==> src/rtl/port_bridge.sv <==
// Bridge between drf_system's 4-bit port: output changes are queued for an external
// consumer; external pins are synchronised (and debounced when PORT_BRIDGE_DEBOUNCE_EN is defined).
module port_bridge #(
    parameter int DEPTH      = 4,
    parameter int DEB_CYCLES = 3
) (
    input  logic       clk,
    input  logic       rst_n,
    input  logic [3:0] cpu_port_out,
    output logic [3:0] cpu_port_in,
    input  logic [3:0] ext_in,
    output logic [3:0] ext_data,
    output logic       ext_valid,
    input  logic       ext_ready,
    output logic       fifo_full,
    output logic       overflow,
    input  logic       ovf_clr
);

    localparam int PTR_W = (DEPTH > 1) ? $clog2(DEPTH) : 1;
    localparam int CNT_W = PTR_W + 1;
    localparam logic [CNT_W-1:0] DEPTH_C = CNT_W'(DEPTH);

    if (DEPTH < 2 || DEPTH > 16 || (DEPTH & (DEPTH - 1)) != 0 ||
        DEB_CYCLES < 1 || DEB_CYCLES > 15) begin : g_bad_param
        $error("port_bridge: DEPTH or DEB_CYCLES out of range");
    end

    logic [3:0]       prev_r;
    logic [3:0]       mem_r [DEPTH];
    logic [PTR_W-1:0] wr_ptr_r;
    logic [PTR_W-1:0] rd_ptr_r;
    logic [CNT_W-1:0] count_r;
    logic [CNT_W-1:0] count_nxt_s;
    logic             valid_r;
    logic             full_r;
    logic             overflow_r;
    logic             push_s;
    logic             pop_s;
    logic             write_s;
    logic             drop_s;
    logic [3:0]       sync1_r;
    logic [3:0]       sync2_r;

    // FIFO control: a full FIFO still accepts a write when the head leaves in the same cycle
    always_comb begin
        push_s      = (cpu_port_out != prev_r);
        pop_s       = valid_r && ext_ready;
        write_s     = push_s && (!full_r || pop_s);
        drop_s      = push_s && full_r && !pop_s;
        count_nxt_s = count_r;
        if (write_s && !pop_s) begin
            count_nxt_s = count_r + CNT_W'(1'b1);
        end else if (pop_s && !write_s) begin
            count_nxt_s = count_r - CNT_W'(1'b1);
        end else begin
            count_nxt_s = count_r;
        end
    end

    // FIFO pointers, occupancy, status flags and change detector
    always_ff @(posedge clk or negedge rst_n) begin
        if (!rst_n) begin
            prev_r     <= 4'h0;
            wr_ptr_r   <= '0;
            rd_ptr_r   <= '0;
            count_r    <= '0;
            valid_r    <= 1'b0;
            full_r     <= 1'b0;
            overflow_r <= 1'b0;
        end else begin
            prev_r  <= cpu_port_out;
            count_r <= count_nxt_s;
            valid_r <= (count_nxt_s != '0);
            full_r  <= (count_nxt_s == DEPTH_C);
            if (write_s) begin
                wr_ptr_r <= wr_ptr_r + PTR_W'(1'b1);
            end
            if (pop_s) begin
                rd_ptr_r <= rd_ptr_r + PTR_W'(1'b1);
            end
            if (drop_s) begin
                overflow_r <= 1'b1;
            end else if (ovf_clr) begin
                overflow_r <= 1'b0;
            end
        end
    end

    // FIFO storage; contents are meaningless while the occupancy is zero
    always_ff @(posedge clk) begin
        if (write_s) begin
            mem_r[wr_ptr_r] <= cpu_port_out;
        end
    end

    assign ext_valid = valid_r;
    assign fifo_full = full_r;
    assign overflow  = overflow_r;
    assign ext_data  = valid_r ? mem_r[rd_ptr_r] : 4'h0;

    // Two-flop synchroniser for the asynchronous external pins
    always_ff @(posedge clk or negedge rst_n) begin
        if (!rst_n) begin
            sync1_r <= 4'h0;
            sync2_r <= 4'h0;
        end else begin
            sync1_r <= ext_in;
            sync2_r <= sync1_r;
        end
    end

`ifdef PORT_BRIDGE_DEBOUNCE_EN
    typedef enum logic {
        STABLE = 1'b0,
        SETTLE = 1'b1
    } deb_state_e;

    localparam logic [3:0] DEB_C = 4'(DEB_CYCLES);

    deb_state_e state_r;
    deb_state_e state_nxt_s;
    logic [3:0] deb_cnt_r;
    logic [3:0] deb_cnt_nxt_s;
    logic [3:0] cnt_inc_s;
    logic [3:0] sync2_d_r;
    logic [3:0] cpi_r;
    logic [3:0] cpi_nxt_s;

    // Debounce: accept a new pin value only after it has held for DEB_CYCLES cycles
    always_comb begin
        state_nxt_s   = state_r;
        deb_cnt_nxt_s = deb_cnt_r;
        cpi_nxt_s     = cpi_r;
        cnt_inc_s     = 4'd1;
        case (state_r)
            STABLE: begin
                if (sync2_r != cpi_r) begin
                    state_nxt_s   = SETTLE;
                    deb_cnt_nxt_s = 4'd1;
                end else begin
                    state_nxt_s   = STABLE;
                end
            end
            SETTLE: begin
                if (sync2_r == cpi_r) begin
                    state_nxt_s   = STABLE;
                    deb_cnt_nxt_s = 4'd0;
                end else begin
                    if (sync2_r == sync2_d_r) begin
                        cnt_inc_s = deb_cnt_r + 4'd1;
                    end else begin
                        cnt_inc_s = 4'd1;
                    end
                    if (cnt_inc_s >= DEB_C) begin
                        cpi_nxt_s     = sync2_r;
                        state_nxt_s   = STABLE;
                        deb_cnt_nxt_s = 4'd0;
                    end else begin
                        deb_cnt_nxt_s = cnt_inc_s;
                    end
                end
            end
            default: begin
                state_nxt_s   = STABLE;
                deb_cnt_nxt_s = 4'd0;
            end
        endcase
    end

    // Debounce state, counter and accepted pin value
    always_ff @(posedge clk or negedge rst_n) begin
        if (!rst_n) begin
            state_r   <= STABLE;
            deb_cnt_r <= 4'd0;
            sync2_d_r <= 4'h0;
            cpi_r     <= 4'h0;
        end else begin
            state_r   <= state_nxt_s;
            deb_cnt_r <= deb_cnt_nxt_s;
            sync2_d_r <= sync2_r;
            cpi_r     <= cpi_nxt_s;
        end
    end

    assign cpu_port_in = cpi_r;
`else
    assign cpu_port_in = sync2_r;
`endif

endmodule
==> config.mk <==
export PLATFORM = sky130hd
export DESIGN_NAME = port_bridge
export DESIGN_NICKNAME = d
export VERILOG_FILES = /design/src/rtl/port_bridge.sv
export SDC_FILE = /design/constraint.sdc
export NUM_CORES = 1
export LEC_CHECK = 0
export ABC_CLOCK_PERIOD_IN_PS = 1600
export CORE_ASPECT_RATIO = 1.5
export CORE_UTILIZATION = 53
export CTS_CLUSTER_DIAMETER = 200
export CTS_CLUSTER_SIZE = 10
export DETAILED_ROUTE_END_ITERATION = 6
export PLACE_DENSITY_LB_ADDON = 0.12
export SETUP_SLACK_MARGIN = 0.1
export SYNTH_ARGS = -nofsm -noshare
export SYNTH_HDL_FRONTEND = slang
export SYNTH_SLANG_ARGS = --single-unit
==> constraint.sdc <==
create_clock -name clk -period 1.6 [get_ports clk]
set_input_delay 0.16 -clock clk [delete_from_list [all_inputs] [get_ports clk]]
set_output_delay 0.16 -clock clk [all_outputs]
set_load 0.02 [all_outputs]
==> reports/results.ini, run 1 <==
[pwr]
comb_power_share=0.439
peakVddDrop_mv=1.282
powerDensity_mw_per_mm2=1862
p_total_mw=4.007
power_leakage_nw=0.9196
clkPwrFrac=0.180
p_sw_mw=1.283
p_seq_frac=0.381
switching_share=0.3201
p_int_mw=2.724

[sta]
max_freq_mhz=586.0
final-setup-viol-count=4
grt_setup_unrepaired=true
slew_viol_final=0
setup_ws_ns=-0.1064
whs_ns=0.2131
skew_ns=0.006908
fin_crit_sh=1.067
fin_crit_ns=1.706
tightest_slew_ns=0.2847
hold_viol=0
slew-limit-headroom=0.8102

[cells_and_area]
drive_gt1_frac=0.3724
syn_to_final_growth_pct=34.48
diodes=0
fill_cells=209
multi_input_area_um2=588.1
regArea_mm2=0.001033
final_area_mm2=0.002152
fin_nets=162

[outcome]
violations=setup timing
outcome=finished with violations

[clocking]
cts_sinks=38
htree_levels=2
insertion_delay_ns=0.29
path_clk_slew_ns=0.08
cts-root-buf=clkbuf_8
tritoncts=built
clock_path_buffers=2
hold_buffers=0
cts_made_buffers=5

[synth]
ys_types=29
syn_area_mm2=0.001600
synthTopCellsByCount=dfrtp_1 (22), edfxtp_1 (16), and2_1 (9), ha_1 (6), inv_1 (5)
synth-seq-cells=38
synth_top_cell_by_area=dfrtp_1
yosysMostFrequentCell=dfrtp_1
synth.top_cell.area_share=0.3440
async_flop_share=0.5789
ys.flop_type=dfrtp_1
syn_inst=100
ys_seq_area_frac=0.6443
synth_edf_count=16
syn_nets=118
synth_area_leaders=dfrtp_1 (34%), edfxtp_1 (30%), mux4_2 (5.6%)
yosysWarnings=0
avgSynthCellArea_um2=16.00

[route]
drc=0
drt_iter0_markers=17
routedWlPerCell_um=15.28
viasPerCell=5.201
dr.pass1.iters=4
drtAntennaViolNets=0
drt-total-wl_mm=2.812
num_vias=957

[placed_design]
place_area_mm2=0.001941
portBuffers=22
detailed_place_hpwl_mm=1.978
gp_congestion=0.7785

[worst_setup_path]
arrival_ns=1.55
critical_path_class=reg -> out
end_kind=output pin
critPathMaxFanout=3
required_ns=1.44
critPathLaunchType=register

[grt]
grt_pass1_vias=1038
track_usage=0.2042
antenna_found_initial=0
grt_pass1_wl_mm=4.540
gr-total-overflow=0
grt_max_degree=23

[hold_path]
worst_hold_path_type=in -> async

[job]
max_cap_viol_count=0

[floorplanning]
start_util=0.5551
fp.dieH_um=69.30
fp.coreArea_mm2=0.002883
die_area_mm2=0.003248
io_pins=23
fp.dieW_um=46.87
rows=24

-- per-stage QoR --
step                      worst slack, ns  instances  setup TNS (ns)    util
after floorplan                    0.1681        100               0       -
after global placement            -0.2710        170          -3.124  0.6732
after detailed placement          -0.3147        170          -4.059  0.6732
after CTS                         -0.1472        181         -0.5102  0.7287
after global routing              -0.1601        184         -0.5823  0.7465
final                             -0.1064        184         -0.3919  0.7465
-- area by class of cell --
| type | count | share of cell area |
|---|---|---|
| sequential | 38 | 0.4802 |
| multi-input combinational | 56 | 0.2733 |
| timing repair buffer | 38 | 0.1669 |
| clock buffer | 6 | 0.04360 |
| tap | 39 | 0.02267 |
| inverter | 5 | 0.008721 |
| clock inverter | 2 | 0.004651 |
-- path summary, 6_finish.rpt --
check                                           end  slack, ns  depth (start not counted)               startpoint
setup / recovery                        ext_data[3]      -0.11                          4  rd_ptr_r[0]$_DFFE_PN0P_
hold reg to reg            cpu_port_in[0]$_DFF_PN0_       0.35                          0     sync1_r[0]$_DFF_PN0_
setup reg to reg            wr_ptr_r[1]$_DFFE_PN0P_       0.12                          5      prev_r[3]$_DFF_PN0_
max in group asynchronous   rd_ptr_r[0]$_DFFE_PN0P_       1.14                          2                    rst_n
min in group clk               sync1_r[1]$_DFF_PN0_       0.30                          1                ext_in[1]
hold / removal                 overflow$_DFFE_PN0P_       0.21                          2                    rst_n
-- cell families (layout without fill, tap and decap cells) --
kind of cell	after synthesis	in the layout	share of synthesized area
AOI/OAI and AO/OA	13	13	0.06177
xor gates and xnor gates	8	8	0.06255
adders and majority gates	6	6	0.04691
buffers and inverters	6	51	0.01485
DFF	38	38	0.6443
muxes	8	8	0.08444
and+or+nand+nor	21	21	0.08522
-- power groups by stage --
stage / Sequential [mW] / Combinational, mW / Clock, mW
after floorplan: 1.54 / 0.899 / 0
final: 1.53 / 1.76 / 0.720
after global placement: 1.54 / 1.35 / 0
after CTS: 1.53 / 1.65 / 0.739
after global routing: 1.56 / 1.92 / 0.789
after detailed placement: 1.57 / 1.41 / 0
-- state kept, by name, summed over array words and instances, names as in the netlist --
| register | cells |
|---|---|
| count_r | 3 |
| cpu_port_in | 4 |
| ext_valid | 1 |
| fifo_full | 1 |
| mem_r | 16 |
| overflow | 1 |
| prev_r | 4 |
| rd_ptr_r | 2 |
| sync1_r | 4 |
| wr_ptr_r | 2 |
-- per-layer routing --
metal	share of wire	global-route usage	routed length, um
met4	0.037	0.1238	105
met5	0	0	0
met3	0.036	0.05469	102
met1	0.38	0.2402	1062
met2	0.55	0.3179	1542
-- layout by cell type (no fill, tap or decap), types with 3 or more instances in the layout --
| cell type | netlist | layout |
|---|---|---|
| and2_2 | 0 | 4 |
| and2_4 | 0 | 4 |
| buf_4 | 0 | 14 |
| buf_6 | 0 | 5 |
| clkbuf_8 | 0 | 5 |
| clkdlybuf4s50_1 | 0 | 16 |
| dfrtp_1 | 22 | 20 |
| edfxtp_1 | 16 | 16 |
| ha_1 | 6 | 5 |
| inv_1 | 5 | 4 |
| mux2i_1 | 3 | 3 |
| mux4_2 | 4 | 4 |
| nand2_1 | 4 | 4 |
| xnor2_1 | 4 | 4 |
| xnor2_2 | 4 | 4 |
-- worst max-delay path: stages, from the launching register on --
cell and delay [ns]:
dfrtp_2 0.39, buf_6 0.12, mux4_2 0.48, and2_4 0.15, buf_6 0.12
-- what timing repair did --
action,in CTS,in global routing
resized for setup,35,6
setup endpoints to repair,18,23
setup buffers,3,3
pin swaps,0,6
(Power assumes the default switching activity.)
==> inputs of run 2 (changes only) <==
--- a/config.mk
+++ b/config.mk
@@ -8,9 +8,11 @@
 export ABC_CLOCK_PERIOD_IN_PS = 1600
 export CORE_ASPECT_RATIO = 1.5
 export CORE_UTILIZATION = 53
+export CTS_BUF_LIST = sky130_fd_sc_hd__clkbuf_4 sky130_fd_sc_hd__clkbuf_8 sky130_fd_sc_hd__clkbuf_16
 export CTS_CLUSTER_DIAMETER = 200
 export CTS_CLUSTER_SIZE = 10
 export DETAILED_ROUTE_END_ITERATION = 6
+export GPL_ROUTABILITY_DRIVEN = 0
 export PLACE_DENSITY_LB_ADDON = 0.12
 export SETUP_SLACK_MARGIN = 0.1
 export SYNTH_ARGS = -nofsm -noshare
==> results of run 2 <==
The final DEF is identical to that of run 1; final timing and power are the same.
==> inputs of run 3 (changes only) <==
--- a/config.mk
+++ b/config.mk
@@ -14,6 +14,7 @@
 export DETAILED_ROUTE_END_ITERATION = 6
 export GPL_ROUTABILITY_DRIVEN = 0
 export PLACE_DENSITY_LB_ADDON = 0.12
+export RECOVER_POWER = 50
 export SETUP_SLACK_MARGIN = 0.1
 export SYNTH_ARGS = -nofsm -noshare
 export SYNTH_HDL_FRONTEND = slang
==> run 3 against run 2 <==
Against the previous run:
- the flow still finishes with violations (setup timing)
- sequential power barely moved
- largest power group unchanged
- via count rose by 0.63%
- die area did not move
- final area fell by 0.47%
- clock power barely moved
- flip-flop and latch count did not move
- critical endpoint unchanged
- setup slack got worse by 0.0014 ns
- register-to-register slack barely moved
- global-route usage did not move
- non-clock buffer count did not move
- critical path depth did not move
- utilization fell by 0.35 points
==> reports/results.ini, run 3 (same netlist as run 1, synthesis figures left out) <==
[cells_and_area]
final_cell_mix=dfrtp_1 (20), edfxtp_1 (16), buf_4 (11)
syn_to_final_growth_pct=33.85
diodes=0
fin_util=0.7431
top_register=mem_r
final_common_cell=dfrtp_1
fin_nets=162
drive_gt1_frac=0.3586
fill_cells=209
largest_reg_flops=16
final_area_mm2=0.002142

[clocking]
cts-root-buf=clkbuf_8
cts_made_buffers=5
hold_buffers=0
tritoncts=built
clock_path_buffers=2
htree_levels=2
insertion_delay_ns=0.29
cts_sinks=38
path_clk_slew_ns=0.07

[floorplanning]
start_util=0.5551
fp.dieH_um=69.30
fp.dieW_um=46.87
io_pins=23
die_area_mm2=0.003248
fp.coreArea_mm2=0.002883
rows=24

[sta]
setup_ws_ns=-0.1078
skew_ns=0.005474
slew_viol_final=0
fin_crit_ns=1.708
whs_ns=0.3540
max_freq_mhz=585.5
slew-limit-headroom=0.6369
tightest_slew_ns=0.5446
hold_viol=0
fin_setup_tns_ns=-0.3971
fin_crit_sh=1.067
final-setup-viol-count=4
grt_setup_unrepaired=true

[route]
routedWlPerCell_um=15.16
dr.pass1.iters=4
drtAntennaViolNets=0
drc=0
drt_iter0_markers=15
viasPerCell=5.234
drt-total-wl_mm=2.790
num_vias=963

[pwr]
p_total_mw=3.994
power_leakage_nw=0.9141
powerDensity_mw_per_mm2=1865
peakVddDrop_mv=1.282

[worst_setup_path]
crit_chain=buf_6, mux4_2, and2_4, buf_6
cpPeakStageDelay_ns=0.48
cpLargestDelayFamily=multiplexers
critPathLaunchType=register
path_buf_inv=2
critical_path_class=reg -> out
critPathSlowestCell=mux4_2
required_ns=1.44
arrival_ns=1.55
end_kind=output pin
cp_common_cell=buf_6
critPathMaxFanout=3

[placed_design]
place_area_mm2=0.001941
portBuffers=22
detailed_place_hpwl_mm=1.978

[outcome]
violations=setup timing
outcome=finished with violations

[grt]
grt_pass1_vias=1038
gr-total-overflow=0
grt_max_degree=23
grt_pass1_wl_mm=4.540
track_usage=0.2042
antenna_found_initial=0

[job]
max_cap_viol_count=0

[hold_path]
worst_hold_path_type=reg -> reg

run 3: timing repair:
item                                    in CTS  in global routing
buffers inserted                             3                  3
pin swaps                                    0                  6
endpoints found under the hold margin        0                  0
endpoints found under the setup margin      18                 23
gates resized for setup                     35                  6
run 3: final cells by class:
| class | count | area (um2) | share of cell area |
|---|---|---|---|
| Sequential cell | 38 | 1033 | 0.4825 |
| Multi-Input combinational cell | 56 | 588.1 | 0.2745 |
| Timing Repair Buffer | 38 | 349.1 | 0.1630 |
| Clock buffer | 6 | 93.84 | 0.04381 |
| Tap cell | 39 | 48.80 | 0.02278 |
| Inverter | 5 | 18.77 | 0.008762 |
| Clock inverter | 2 | 10.01 | 0.004673 |
run 3: routing by layer:
layer  track usage  vias up  share of wire
li1              -      441              -
met1        0.2402      487           0.38
met2        0.3179       25           0.55
met3       0.05469       10          0.031
met4        0.1238        0          0.038
met5             0        -              0
run 3: report_power, final:
part | switching, mW | internal (mW)
clock | 0.322 | 0.395
combinational | 0.767 | 0.982
sequential | 0.189 | 1.34
run 3: final timing paths:
check / startpoint / end / slack, ns / cells past startpoint
worst max-delay path: rd_ptr_r[0]$_DFFE_PN0P_ / ext_data[3] / -0.11 / 4
worst max register to register: prev_r[3]$_DFF_PN0_ / wr_ptr_r[1]$_DFFE_PN0P_ / 0.12 / 5
max in group asynchronous: rst_n / ext_valid$_DFF_PN0_ / 0.83 / 2
min in group asynchronous: rst_n / overflow$_DFFE_PN0P_ / 0.38 / 2
worst min register to register: sync1_r[0]$_DFF_PN0_ / cpu_port_in[0]$_DFF_PN0_ / 0.35 / 0
worst min-delay path: sync1_r[0]$_DFF_PN0_ / cpu_port_in[0]$_DFF_PN0_ / 0.35 / 0
run 3: through the flow:
stage               std cells  setup WS (ns)
CTS                       181        -0.1472
detailed placement        170        -0.3147
floorplan                 100         0.1681
finish                    184        -0.1078
global placement          170        -0.2710
global route              184        -0.1601
